<file path="src/rtl/usb_fs_out_sequencer.sv">
// USB full-speed OUT/SETUP receive sequencer.
// Accepts tokens addressed to this device and steers the following data
// packet to an OUT endpoint. The two trailing CRC16 bytes are held back in
// a 2-deep byte pipeline so they never reach the endpoint. Per-endpoint data
// toggles are tracked here, and one ACK/NAK/STALL request goes out per
// transaction.
module usb_fs_out_sequencer #(
  parameter int NUM_EP      = 4,
  parameter int MAX_PKT     = 64,
  parameter int TIMEOUT_CYC = 255
) (
  input  logic              clk,
  input  logic              reset_n,
  input  logic [6:0]        dev_addr,
  input  logic              rx_pkt_start,
  input  logic              rx_pkt_end,
  input  logic [3:0]        rx_pid,
  input  logic [6:0]        rx_addr,
  input  logic [3:0]        rx_endp,
  input  logic              rx_valid_packet,
  input  logic              rx_data_put,
  input  logic [7:0]        rx_data,
  input  logic [NUM_EP-1:0] ep_ready,
  input  logic [NUM_EP-1:0] ep_stall,
  input  logic [NUM_EP-1:0] toggle_clr,
  output logic [3:0]        ep_num,
  output logic              ep_data_put,
  output logic [7:0]        ep_data,
  output logic              ep_commit,
  output logic              ep_abort,
  output logic              ep_setup,
  output logic              hs_req,
  output logic [3:0]        hs_pid,
  input  logic              hs_ack
);

  localparam logic [3:0] PID_OUT   = 4'b0001;
  localparam logic [3:0] PID_SETUP = 4'b1101;
  localparam logic [3:0] PID_DATA0 = 4'b0011;
  localparam logic [3:0] PID_DATA1 = 4'b1011;
  localparam logic [3:0] PID_ACK   = 4'b0010;
  localparam logic [3:0] PID_NAK   = 4'b1010;
  localparam logic [3:0] PID_STALL = 4'b1110;

  localparam int EPW   = (NUM_EP > 1) ? $clog2(NUM_EP) : 1;
  localparam int CNT_W = $clog2(MAX_PKT + 3) + 1;
  localparam int TMO_W = $clog2(TIMEOUT_CYC + 1);

  localparam logic [4:0]       EP_LIM  = 5'(NUM_EP);
  localparam logic [CNT_W-1:0] CNT_MAX = '1;
  localparam logic [CNT_W-1:0] OVF_LIM = CNT_W'(MAX_PKT + 2);
  localparam logic [TMO_W-1:0] TMO_LIM = TMO_W'(TIMEOUT_CYC);

  typedef enum logic [1:0] {IDLE, WAIT_DATA, DATA, HANDSHAKE} state_t;

  state_t             r_state;
  logic [EPW-1:0]     r_ep;
  logic               r_is_setup;
  logic               r_rdy;
  logic               r_stl;
  logic [TMO_W-1:0]   r_tmo;
  logic [CNT_W-1:0]   r_cnt;
  logic               r_ovf;
  logic [1:0]         r_pcnt;
  logic [7:0]         r_pipe0;
  logic [7:0]         r_pipe1;
  logic [NUM_EP-1:0]  r_toggle;
  logic               r_ep_data_put;
  logic [7:0]         r_ep_data;
  logic               r_commit;
  logic               r_abort;
  logic               r_setup_o;
  logic               r_hs_req;
  logic [3:0]         r_hs_pid;

  logic [EPW-1:0]     w_idx;
  logic               w_tok_ok;
  logic               w_is_data;
  logic               w_dec;
  logic [CNT_W-1:0]   w_cnt_nxt;
  logic               w_emit;
  logic               w_commit;
  logic               w_abort;
  logic               w_hs;
  logic [3:0]         w_hs_pid;
  logic               w_tog_wr;
  logic               w_tog_val;
  logic [NUM_EP-1:0]  w_tog_mask;

  assign w_idx     = rx_endp[EPW-1:0];
  assign w_tok_ok  = rx_pkt_end && rx_valid_packet &&
                     ((rx_pid == PID_OUT) || (rx_pid == PID_SETUP)) &&
                     (rx_addr == dev_addr) && ({1'b0, rx_endp} < EP_LIM);
  assign w_is_data = (rx_pid == PID_DATA0) || (rx_pid == PID_DATA1);
  assign w_dec     = (r_state == DATA) && rx_pkt_end;
  assign w_cnt_nxt = (r_cnt == CNT_MAX) ? r_cnt : r_cnt + 1'b1;
  // A byte leaves the pipeline only once two newer bytes sit behind it, so
  // the final two (CRC) bytes are never emitted.
  assign w_emit    = rx_data_put && (r_pcnt == 2'd2) && !r_ovf &&
                     (w_cnt_nxt <= OVF_LIM);

  // Transaction outcome at the end of the data packet; first match wins.
  always_comb begin
    w_commit  = 1'b0;
    w_abort   = 1'b0;
    w_hs      = 1'b0;
    w_hs_pid  = PID_ACK;
    w_tog_wr  = 1'b0;
    w_tog_val = 1'b0;
    if (!rx_valid_packet || !w_is_data || r_ovf) begin
      w_abort = 1'b1;
    end else if (r_is_setup) begin
      if (rx_pid[3]) begin
        w_abort = 1'b1;
      end else begin
        w_commit  = 1'b1;
        w_hs      = 1'b1;
        w_tog_wr  = 1'b1;
        w_tog_val = 1'b1;
      end
    end else if (r_stl) begin
      w_abort  = 1'b1;
      w_hs     = 1'b1;
      w_hs_pid = PID_STALL;
    end else if (!r_rdy) begin
      w_abort  = 1'b1;
      w_hs     = 1'b1;
      w_hs_pid = PID_NAK;
    end else if (rx_pid[3] != r_toggle[r_ep]) begin
      w_abort = 1'b1;
      w_hs    = 1'b1;
    end else begin
      w_commit  = 1'b1;
      w_hs      = 1'b1;
      w_tog_wr  = 1'b1;
      w_tog_val = ~r_toggle[r_ep];
    end
  end

  assign w_tog_mask = (w_dec && w_tog_wr) ? (NUM_EP'(1) << r_ep) : '0;

  // Data toggles; an explicit clear overrides a same-cycle update.
  always_ff @(posedge clk or negedge reset_n) begin
    if (!reset_n) begin
      r_toggle <= '0;
    end else begin
      r_toggle <= ((r_toggle & ~w_tog_mask) | (w_tog_val ? w_tog_mask : '0)) &
                  ~toggle_clr;
    end
  end

  // Transaction FSM with the CRC-strip pipeline and registered outputs.
  always_ff @(posedge clk or negedge reset_n) begin
    if (!reset_n) begin
      r_state       <= IDLE;
      r_ep          <= '0;
      r_is_setup    <= 1'b0;
      r_rdy         <= 1'b0;
      r_stl         <= 1'b0;
      r_tmo         <= '0;
      r_cnt         <= '0;
      r_ovf         <= 1'b0;
      r_pcnt        <= '0;
      r_pipe0       <= '0;
      r_pipe1       <= '0;
      r_ep_data_put <= 1'b0;
      r_ep_data     <= '0;
      r_commit      <= 1'b0;
      r_abort       <= 1'b0;
      r_setup_o     <= 1'b0;
      r_hs_req      <= 1'b0;
      r_hs_pid      <= '0;
    end else begin
      r_ep_data_put <= 1'b0;
      r_commit      <= 1'b0;
      r_abort       <= 1'b0;
      r_setup_o     <= 1'b0;
      case (r_state)
        IDLE: begin
          if (w_tok_ok) begin
            r_ep       <= w_idx;
            r_is_setup <= (rx_pid == PID_SETUP);
            r_rdy      <= ep_ready[w_idx];
            r_stl      <= ep_stall[w_idx];
            r_tmo      <= '0;
            r_state    <= WAIT_DATA;
          end
        end
        WAIT_DATA: begin
          if (rx_pkt_start) begin
            r_cnt   <= '0;
            r_ovf   <= 1'b0;
            r_pcnt  <= '0;
            r_state <= DATA;
          end else if (r_tmo == TMO_LIM) begin
            r_state <= IDLE;
          end else begin
            r_tmo <= r_tmo + 1'b1;
          end
        end
        DATA: begin
          if (rx_data_put) begin
            r_pipe0 <= rx_data;
            r_pipe1 <= r_pipe0;
            r_cnt   <= w_cnt_nxt;
            if (r_pcnt != 2'd2) r_pcnt <= r_pcnt + 1'b1;
            if (w_cnt_nxt > OVF_LIM) r_ovf <= 1'b1;
            if (w_emit) begin
              r_ep_data_put <= 1'b1;
              r_ep_data     <= r_pipe1;
            end
          end
          if (rx_pkt_end) begin
            r_commit  <= w_commit;
            r_abort   <= w_abort;
            r_setup_o <= w_commit && r_is_setup;
            if (w_hs) begin
              r_hs_req <= 1'b1;
              r_hs_pid <= w_hs_pid;
              r_state  <= HANDSHAKE;
            end else begin
              r_state <= IDLE;
            end
          end
        end
        HANDSHAKE: begin
          if (r_hs_req && hs_ack) begin
            r_hs_req <= 1'b0;
            r_state  <= IDLE;
          end
        end
        default: r_state <= IDLE;
      endcase
    end
  end

  assign ep_num      = 4'(r_ep);
  assign ep_data_put = r_ep_data_put;
  assign ep_data     = r_ep_data;
  assign ep_commit   = r_commit;
  assign ep_abort    = r_abort;
  assign ep_setup    = r_setup_o;
  assign hs_req      = r_hs_req;
  assign hs_pid      = r_hs_pid;

endmodule

</file>
<file path="config.mk">
export PLATFORM = sky130hd
export DESIGN_NAME = usb_fs_out_sequencer
export DESIGN_NICKNAME = d
export VERILOG_FILES = /design/src/rtl/usb_fs_out_sequencer.sv
export SDC_FILE = /design/constraint.sdc
export NUM_CORES = 1
export LEC_CHECK = 0
export CAP_MARGIN = 20
export CORE_ASPECT_RATIO = 0.6
export CORE_MARGIN = 5
export CORE_UTILIZATION = 50
export CTS_CLUSTER_SIZE = 40
export DETAILED_ROUTE_END_ITERATION = 7
export PLACE_DENSITY = 0.79
export SETUP_SLACK_MARGIN = 0.3
export SYNTH_ARGS = -nofsm -noshare
export SYNTH_HDL_FRONTEND = slang
export SYNTH_SLANG_ARGS = --single-unit
</file>
<file path="constraint.sdc">
create_clock -name clk -period 3.1 [get_ports clk]
set_input_delay 0.93 -clock clk [delete_from_list [all_inputs] [get_ports clk]]
set_output_delay 0.93 -clock clk [all_outputs]
set_load 0.01 [all_outputs]
</file>
==> summary.md <==
| Metric | Value |
|---|---|
| Status | `finished clean` |
| DR DRC count | `0` |
| Asr flop ratio synth | `1.00` |
| Initial DRC Count | `166` |
| Core Box Area | `6080 sq um` |
| Critical R2R Capture | `r_toggle[3]$_DFF_PN0_` |
| Slew headroom | `0.554` |
| Setup Viol. Count Final | `0` |
| Total gr overflow | `0` |
| Bufs on Longest Clock Path | `2` |
| Placed cells | `454` |
| Pwr dens | `388 nW/um^2` |
| Post-route minimum period | `about 2.8 ns` |
| CTS Buf Count | `9` |
| HP Start | `r_pipe0[5]$_DFFE_PN0P_` |
| Synth warn | `0` |
| Post-synthesis register bit count | `62` |
| Initial antenna violation count | `0` |
| Most frequent cells in the layout | `nand2_1 (69), clkdlybuf4s50_1 (65), dfrtp_1 (62), nor2_1 (14)` |
| Max-cap violations | `0` |
| Layout Skew | `0.00740 ns` |
| Via/cell ratio | `5.35` |
| Critical path class | `in -> reg` |
| Largest net degree at the start of global routing | `36` |
| Die footprint | `7990 sq um` |
| Crit path required time | `3.33 ns` |
| Slew Limit Fails | `0` |
| Layout Nets | `434` |
| Drt wl/cell | `15.2 um` |
| Core Rows | `22` |
| Min Hold Slack | `0.469 ns` |
| Clock H-tree levels | `3` |
| Reg2reg setup slack | `0.49 ns` |
| WL final | `7.14 mm` |
| Antenna-violating nets left | `0` |
| Crit path max fanout | `5` |
| Most common cell after layout, fill and taps aside | `nand2_1` |
| Worst R2R Path Depth | `8` |
| Final Hold Fails | `0` |
| Worst slew pin tran | `around 0.66 ns` |
| DP Area | `~3900 sq um` |
| TNS Setup | `0 ns` |
| Top-Level Pins | `70` |
| CTS tree | `yes` |
| Routability cong. | `0.850` |
| Leakage | `between 1.5 and 2 nW` |
| GRT Total Usage | `0.186` |
| VDD IR max | `0.000216 V` |
| Worst hold endpoint | `r_pipe1[5]$_DFFE_PN0P_` |
| Distinct cell type count after synthesis | `49` |
| Die W | `112 um` |
| Detailed placer's ending HPWL | `5.52 mm` |
| Synth Flop Type | `dfrtp_1` |
| N_diodes | `0` |
| Area of the mapped netlist | `3130 sq um` |
| Fillers | `~480` |
| Via count | `2511` |
| Fmax | `0.363 GHz` |
| Clk Latency, worst-skew pair | `about 0.33 ns` |
| Fraction of layout cells with a size suffix above 1 | `0.132` |
| Vias in the first global route | `2475` |
| Gate Count Post-Synth | `305` |
| CTS root buf | `clkbuf_8` |
| Worst Hold Class | `reg -> reg` |
| Worst Setup Start Kind | `input port` |
| Non-Filler Cell Area, Final | `around 4100 sq um` |
| Clock-pin slew on the worst setup and hold paths | `0.07 ns` |
| Tot Pwr | `1.59 mW` |
| Fin cells | `469` |
| Sequential share of the synthesized area | `0.496` |
| Initial Utilization | `0.514` |
| Drt pass-1 iters | `4` |
| Area Overhead vs Synth | `30.8%` |
| Crit path capture type | `flip-flop` |
| Synthesized area per cell | `approximately 10 sq um` |
| Worst Hold Path Cells | `2` |
| RSZ-0062 raised after global routing | `false` |
| WP data arrival | `~3.0 ns` |
| TritonCTS Sinks | `62` |
| Worst r2r src | `r_ep[0]$_DFFE_PN0P_` |
| First-pass GRT wire length | `12.0 mm` |
| Height of the die | `just over 70 um` |
| Post-synth EDFFs | `0` |
| Port bufs | `66` |
| Crit share post-route | `0.887` |
## report_power, final
group	total [mW]	leakage, nW	internal (mW)	switching, mW
Clock	0.595	0.0731	0.282	0.313
Combinational	0.154	0.949	0.0900	0.0638
Sequential	0.837	0.860	0.824	0.0130
Total	1.59	1.88	1.20	0.390
## critical path, stage by stage
cell and delay (ns):
clkdlybuf4s50_1 0.50, inv_1 0.07, ha_1 0.30, or3_1 0.39
a211oi_2 0.25, buf_4 0.17, a31oi_1 0.09, a311oi_1 0.30
## flip-flops by register name (all words and copies together), names as in the netlist, 2 cells and up
register and cells:
r_pipe0 8, r_pipe1 8, r_toggle 4, r_ep 2
ep_data 8, r_tmo 8, hs_pid 3, r_cnt 8
r_pcnt 2, r_state 2
## layer usage
metal	GRT usage	part of all wire	vias up
li1	-	-	1223
met3	0.0726	0.071	8
met1	0.276	0.50	1206
met2	0.254	0.42	74
met4	0.0467	0.0076	0
met5	0	0	-
## worst max path at each step
| stage | start | end | slack [ns] | depth (start not counted) |
|---|---|---|---|---|
| final | rx_pid[3] | r_toggle[3]$_DFF_PN0_ | 0.35 | 8 |
| after global routing | rx_pid[3] | r_toggle[3]$_DFF_PN0_ | 0.32 | 8 |
| after CTS | rx_pid[3] | r_toggle[3]$_DFF_PN0_ | 0.36 | 8 |
| after detailed placement | rx_pid[3] | r_toggle[3]$_DFF_PN0_ | 0.01 | 8 |
| after global placement | rx_pid[3] | r_toggle[3]$_DFF_PN0_ | 0.13 | 7 |
| after floorplan | r_ep[0]$_DFFE_PN0P_ | r_toggle[3]$_DFF_PN0_ | 0.56 | 7 |
## stage by stage
stage	setup WS, ns	util
final	0.349	0.672
after global routing	0.318	0.672
after CTS	0.361	0.672
after detailed placement	0.0121	0.645
after global placement	0.129	0.645
after floorplan	0.561	-
## timing repair
item                                    in CTS  in global routing
buffers inserted                             0                  0
endpoints found under the setup margin       0                  2
hold buffers                                 0                  0
gates resized for setup                      0                  1
## layout make-up
class,count,area [sq um],share of cell area
sequential,62,1550,0.379
multi-input combinational,225,1490,0.365
timing repair buffer,75,748,0.183
clock buffer,9,124,0.0303
tap,84,105,0.0257
clock inverter,6,40.0,0.00979
inverter,8,30.0,0.00734
## Yosys cell counts (4+ instances only)
master	count	area (sq um)
mux2_2	5	56.3
nand3_1	11	55.1
nor2_1	14	52.6
a21oi_1	11	55.1
nor3_1	8	40.0
xor2_1	8	70.1
xnor2_1	6	52.6
a31oi_1	5	31.3
inv_1	8	30.0
dfrtp_1	62	1550
nand2_1	69	259
nor2b_1	7	43.8
nand4_1	9	56.3
mux2_4	8	120
o21ai_0	11	55.1
ha_1	4	50.1
clkbuf_1	7	26.3
a211oi_1	5	37.5
## cells by family (layout without fill, tap and decap cells)
| group | count (synthesis) | count (layout) | synth area share |
|---|---|---|---|
| multiplexers | 19 | 19 | 0.0876 |
| adder cells (fa/ha/maj) | 4 | 4 | 0.0160 |
| AND/OR/NAND/NOR | 142 | 142 | 0.227 |
| flip-flops | 62 | 62 | 0.496 |
| AO/OA/AOI/OAI | 43 | 43 | 0.102 |
| other | 1 | 3 | 0.00120 |
| buffers and inverters | 20 | 98 | 0.0304 |
| XOR/XNOR | 14 | 14 | 0.0392 |
Power figures use the tool's default switching activity.
